[src/rtl/wb_arbiter_2.sv]
// rtl/wb_arbiter_2.sv - two-master round-robin Wishbone arbiter onto one shared slave
// Optional stall timeout: define WB_ARB_TIMEOUT_EN.
module wb_arbiter_2 #(
   parameter int TIMEOUT_CYCLES = 255
) (
   input  logic        wb_clk_i,
   input  logic        wb_rst_i,
   input  logic        m0_cyc_i,
   input  logic        m0_stb_i,
   input  logic        m0_we_i,
   input  logic [3:0]  m0_sel_i,
   input  logic [31:0] m0_adr_i,
   input  logic [31:0] m0_dat_i,
   output logic [31:0] m0_dat_o,
   output logic        m0_ack_o,
   output logic        m0_err_o,
   input  logic        m1_cyc_i,
   input  logic        m1_stb_i,
   input  logic        m1_we_i,
   input  logic [3:0]  m1_sel_i,
   input  logic [31:0] m1_adr_i,
   input  logic [31:0] m1_dat_i,
   output logic [31:0] m1_dat_o,
   output logic        m1_ack_o,
   output logic        m1_err_o,
   output logic        s_cyc_o,
   output logic        s_stb_o,
   output logic        s_we_o,
   output logic [3:0]  s_sel_o,
   output logic [31:0] s_adr_o,
   output logic [31:0] s_dat_o,
   input  logic [31:0] s_dat_i,
   input  logic        s_ack_i,
   input  logic        s_err_i
);

   typedef enum logic [1:0] {IDLE, GNT0, GNT1} state_t;

   state_t state;
   logic   last_grant;
   logic   timeout_hit;

`ifdef WB_ARB_TIMEOUT_EN
   localparam int CNT_LOG = $clog2(TIMEOUT_CYCLES + 1);
   localparam int CW      = (CNT_LOG < 8) ? 8 : CNT_LOG;

   logic [CW-1:0] stall_cnt;

   assign timeout_hit = (stall_cnt == CW'(TIMEOUT_CYCLES));

   // s_stb_o is already forced low on the timeout cycle, so the counter clears there
   always_ff @(posedge wb_clk_i) begin
      if (wb_rst_i)
         stall_cnt <= '0;
      else if (s_stb_o && !s_ack_i && !s_err_i)
         stall_cnt <= stall_cnt + 1'b1;
      else
         stall_cnt <= '0;
   end
`else
   logic unused_timeout_cfg;

   assign timeout_hit        = 1'b0;
   assign unused_timeout_cfg = (TIMEOUT_CYCLES != 0);
`endif

   // last_grant resets to 1 so that m0 wins the first contention
   always_ff @(posedge wb_clk_i) begin
      if (wb_rst_i) begin
         state      <= IDLE;
         last_grant <= 1'b1;
      end else begin
         case (state)
            IDLE: begin
               if (m0_cyc_i && (!m1_cyc_i || last_grant)) begin
                  state      <= GNT0;
                  last_grant <= 1'b0;
               end else if (m1_cyc_i) begin
                  state      <= GNT1;
                  last_grant <= 1'b1;
               end
            end
            GNT0:    if (!m0_cyc_i) state <= IDLE;
            GNT1:    if (!m1_cyc_i) state <= IDLE;
            default: state <= IDLE;
         endcase
      end
   end

   assign m0_dat_o = s_dat_i;
   assign m1_dat_o = s_dat_i;

   always_comb begin
      s_cyc_o  = 1'b0;
      s_stb_o  = 1'b0;
      s_we_o   = 1'b0;
      s_sel_o  = 4'h0;
      s_adr_o  = 32'h0;
      s_dat_o  = 32'h0;
      m0_ack_o = 1'b0;
      m0_err_o = 1'b0;
      m1_ack_o = 1'b0;
      m1_err_o = 1'b0;
      case (state)
         GNT0: begin
            s_cyc_o  = m0_cyc_i;
            s_stb_o  = m0_stb_i && !timeout_hit;
            s_we_o   = m0_we_i;
            s_sel_o  = m0_sel_i;
            s_adr_o  = m0_adr_i;
            s_dat_o  = m0_dat_i;
            m0_ack_o = s_ack_i;
            m0_err_o = s_err_i || timeout_hit;
         end
         GNT1: begin
            s_cyc_o  = m1_cyc_i;
            s_stb_o  = m1_stb_i && !timeout_hit;
            s_we_o   = m1_we_i;
            s_sel_o  = m1_sel_i;
            s_adr_o  = m1_adr_i;
            s_dat_o  = m1_dat_i;
            m1_ack_o = s_ack_i;
            m1_err_o = s_err_i || timeout_hit;
         end
         default: ;
      endcase
   end

endmodule

[config.mk]
export PLATFORM = sky130hd
export DESIGN_NAME = wb_arbiter_2
export DESIGN_NICKNAME = d
export VERILOG_FILES = /design/src/rtl/wb_arbiter_2.sv
export SDC_FILE = /design/constraint.sdc
export NUM_CORES = 1
export LEC_CHECK = 0
export ABC_AREA = 1
export CAP_MARGIN = 20
export CORE_AREA = 2 2 124 126
export DETAILED_ROUTE_END_ITERATION = 10
export DIE_AREA = 0 0 126 128
export SYNTH_ARGS = -nofsm -noshare
export SYNTH_HDL_FRONTEND = slang
export SYNTH_SLANG_ARGS = --single-unit
[constraint.sdc]
create_clock -name wb_clk_i -period 2.1 [get_ports wb_clk_i]
set_input_delay 0.42 -clock wb_clk_i [delete_from_list [all_inputs] [get_ports wb_clk_i]]
set_output_delay 0.42 -clock wb_clk_i [all_outputs]
set_load 0.03 [all_outputs]
==> summary.md <==
| Metric | Value |
|---|---|
| Initial Utilization | 11.7% |
| Fin. Hold Viols | 0 |
| Final Critical Period | roughly 2 ns |
| PnR Total Power | ~1500 uW |
| # Max-Cap Violations | 0 |
| Cell area after synthesis | ~1700 um^2 |
| Power Internal | between 800 and 900 uW |
| R2R setup slack | between 0.9 and 1 ns |
| Total Routing Usage GR | 8.70% |
| Crit end category | primary output |
| Fmax | between 0.4 and 0.5 GHz |
| Top delay family on crit path | buffers and inverters |
| NetSw | roughly 660 uW |
| # setup viols final | 0 |
| Commonest cells post-synth | 154 x nand2_1, 73 x a21oi_1, 71 x buf_4, 9 x buf_2, 8 x inv_1 |
| Hold slack | 0.488 ns |
| Final slew viol count | 0 |
| Final Cell Area | between 3000 and 4000 um^2 |
| Total CTS buffers | 3 |
| PD cells | between 400 and 500 nW/um^2 |
| WP buf/inv | 4 |
| Diodes inserted | 0 |
| Main synth FF type | dfxtp_1 |
| Remaining antenna violation count after routing | 0 |
| Ys async rst share | 0% |
| Post-synth top area cell | nand2_1 |
| Switch share | 43.4% |
| Post-synth top area share | 33.2% |
| TritonCTS clock tree | done |
| Netlist cell types | 14 |
| First-pass GRT wire length | 11,900 um |
| # nets final | approximately 670 |
| Final Non-Filler Cells | between 600 and 700 |
| Outcome | finished clean |
| Largest net degree at the start of global routing | 42 |
| Seq pwr share | 4.8% |
| Remaining global-route overflow | 0 |
| Maximum vdd drop | 386 uV |
| Area post-placement | ~3500 um^2 |
| Clk sink count | 3 |
| DRT iter0 DRCs | roughly 70 |
| Port buffer count | 220 |
| Die Span Y | 128 um |
| Skew final | ~0.0013 ns |
| Routed len/inst | between 10 and 15 um |
| Top-count cell post-synth | nand2_1 |
| WS Path Type | flip-flop to primary output |
| Final GP Congestion | between 0.7 and 0.8 |
| Worst EP required | approximately 1.7 ns |
| # IOs | 317 |
| Slowest-stage cell, CP | dfxtp_2 |
| WP data arrival | between 1.5 and 2 ns |
| Slew margin rel. | about 84% |
| Worst path cell trace | inv_1 -> ha_1 -> inv_4 -> buf_12 -> a21oi_1 -> buf_12 |
| H-tree levels | 1 |
| Setup Buffers After CTS | 0 |
| Syn nets | between 500 and 600 |
| Row count | 45 |
| Core area | 14,900 um^2 |
| Max Root-Sink Buffers | 2 |
| Leakage power | about 0.0014 uW |
| Unrepaired setup endpoints after global routing | yes |
| Number of global-route vias before repair | about 2,400 |
| CP dominant cell by count | buf_12 |
| Die area | between 15,000 and 20,000 um^2 |
| Tightest Pin Transition | roughly 0.24 ns |
| Wirelength, routed | 8160 um |
| Setup TNS | 0 ns |
| Clock power share | ~20% |
| Via Count | about 2,600 |
| Gate power share | 75.1% |
| Sequential area share after synthesis | approximately 3.5% |
| TritonRoute pass-1 iters | 4 |
| Synthesized netlist cell count | roughly 340 |
| Clock transition at path regs | approximately 0.030 ns |
| Die W | 126 um |
| Avg Inst Size Synth | 5.13 um^2 |
| DRC Markers | 0 |
| Synth Register Bits | 3 |
| Ratio of cells with drive above 1 in the final layout | between 20% and 30% |
| Worst skew pair latency | ~0.22 ns |
| P&R area growth vs syn | 112% |
| Synth top area cells | nand2_1 33%, buf_4 31%, a21oi_1 21% |
| Placed Cells | approximately 670 |
| Crit path max fanout | 21 |
| Hold WC Path Type | flip-flop to flip-flop |
| Period utilization | a little over nine tenths |
| Worst path max stage delay | around 0.36 ns |
| Number of synthesized flops with an enable pin | 0 |
| CTS Root Buffer Type | clkbuf_16 |
| DP HPWL | ~6400 um |
| Initial antenna violation count | 0 |
| Warnings, synthesis | 0 |
| DR vias/cell | approximately 3.8 |
| Critical Path Start Type | flip-flop |
cell usage in the layout (no fill, tap or decap), types with 4 or more instances in the layout:
cell | synthesis | final
a21oi_1 | 73 | 68
a21oi_2 | 0 | 5
buf_12 | 0 | 9
buf_4 | 71 | 72
clkbuf_16 | 0 | 4
clkdlybuf4s50_1 | 0 | 145
inv_1 | 8 | 8
nand2_1 | 154 | 154
nor2_1 | 4 | 4
state kept, by name, summed over array words and instances (netlist names):
signal / cells
state: 2
last_grant: 1
worst paths after layout:
check / start / end / depth (start not counted)
worst max register to register: state[0] / state[1] / 6
worst min register to register: state[1] / state[1] / 2
worst max-delay path: state[0] / s_adr_o[14] / 6
worst min-delay path: state[1] / state[1] / 2
timing repair:
item / CTS / global route
cloned: 0 / 1
hold buffers: 0 / 0
setup endpoints to repair: 2 / 37
endpoints found under the hold margin: 0 / 0
gates resized for setup: 0 / 11
cell type report:
type                       count  area (um^2)
clock buffer                   4         78.8
inverter                      11         43.8
sequential                     3         62.6
fill                        1678        11200
timing repair buffer         228         2210
tap                          188          235
multi-input combinational    238         1060
through the flow:
stage | util, % | setup WS, ns
after floorplan | - | 0.276
after global placement | 23.8 | 0.232
after detailed placement | 23.8 | 0.228
after CTS | 24.3 | -0.0201
after global routing | 24.8 | -0.0145
final | 24.8 | 0.0533
power by group through the flow:
stage / clock network (uW) / registers, uW / logic, uW
floorplan: 0 / 69.1 / 766
global placement: 0 / 69.8 / 1090
detailed placement: 0 / 70.3 / 1090
CTS: 308 / 69.6 / 1090
global route: 312 / 74.2 / 1220
finish: 304 / 72.7 / 1140
tightest hold or removal path: stages (launching register included):
cell and delay (ns):
dfxtp_2 0.33, nand2_1 0.07, a21oi_1 0.05
cell families (layout without fill, tap and decap cells):
| group | Yosys count | after routing | share of synthesized area, % |
|---|---|---|---|
| buffers and inverters | 98 | 243 | 38.0 |
| AND/OR/NAND/NOR | 162 | 162 | 35.4 |
| adder cells (fa/ha/maj) | 3 | 3 | 2.16 |
| AO/OA/AOI/OAI | 73 | 73 | 21.0 |
| flip-flops | 3 | 3 | 3.45 |
metal layers:
metal / global-route usage [%] / wire (um) / vias to the layer above
met5: 0 / 0 / -
li1: - / - / 1285
met4: 3.30 / 233 / 0
met3: 2.42 / 800 / 37
met2: 15.8 / 3970 / 143
met1: 9.61 / 3150 / 1092
Power figures use the tool's default switching activity.
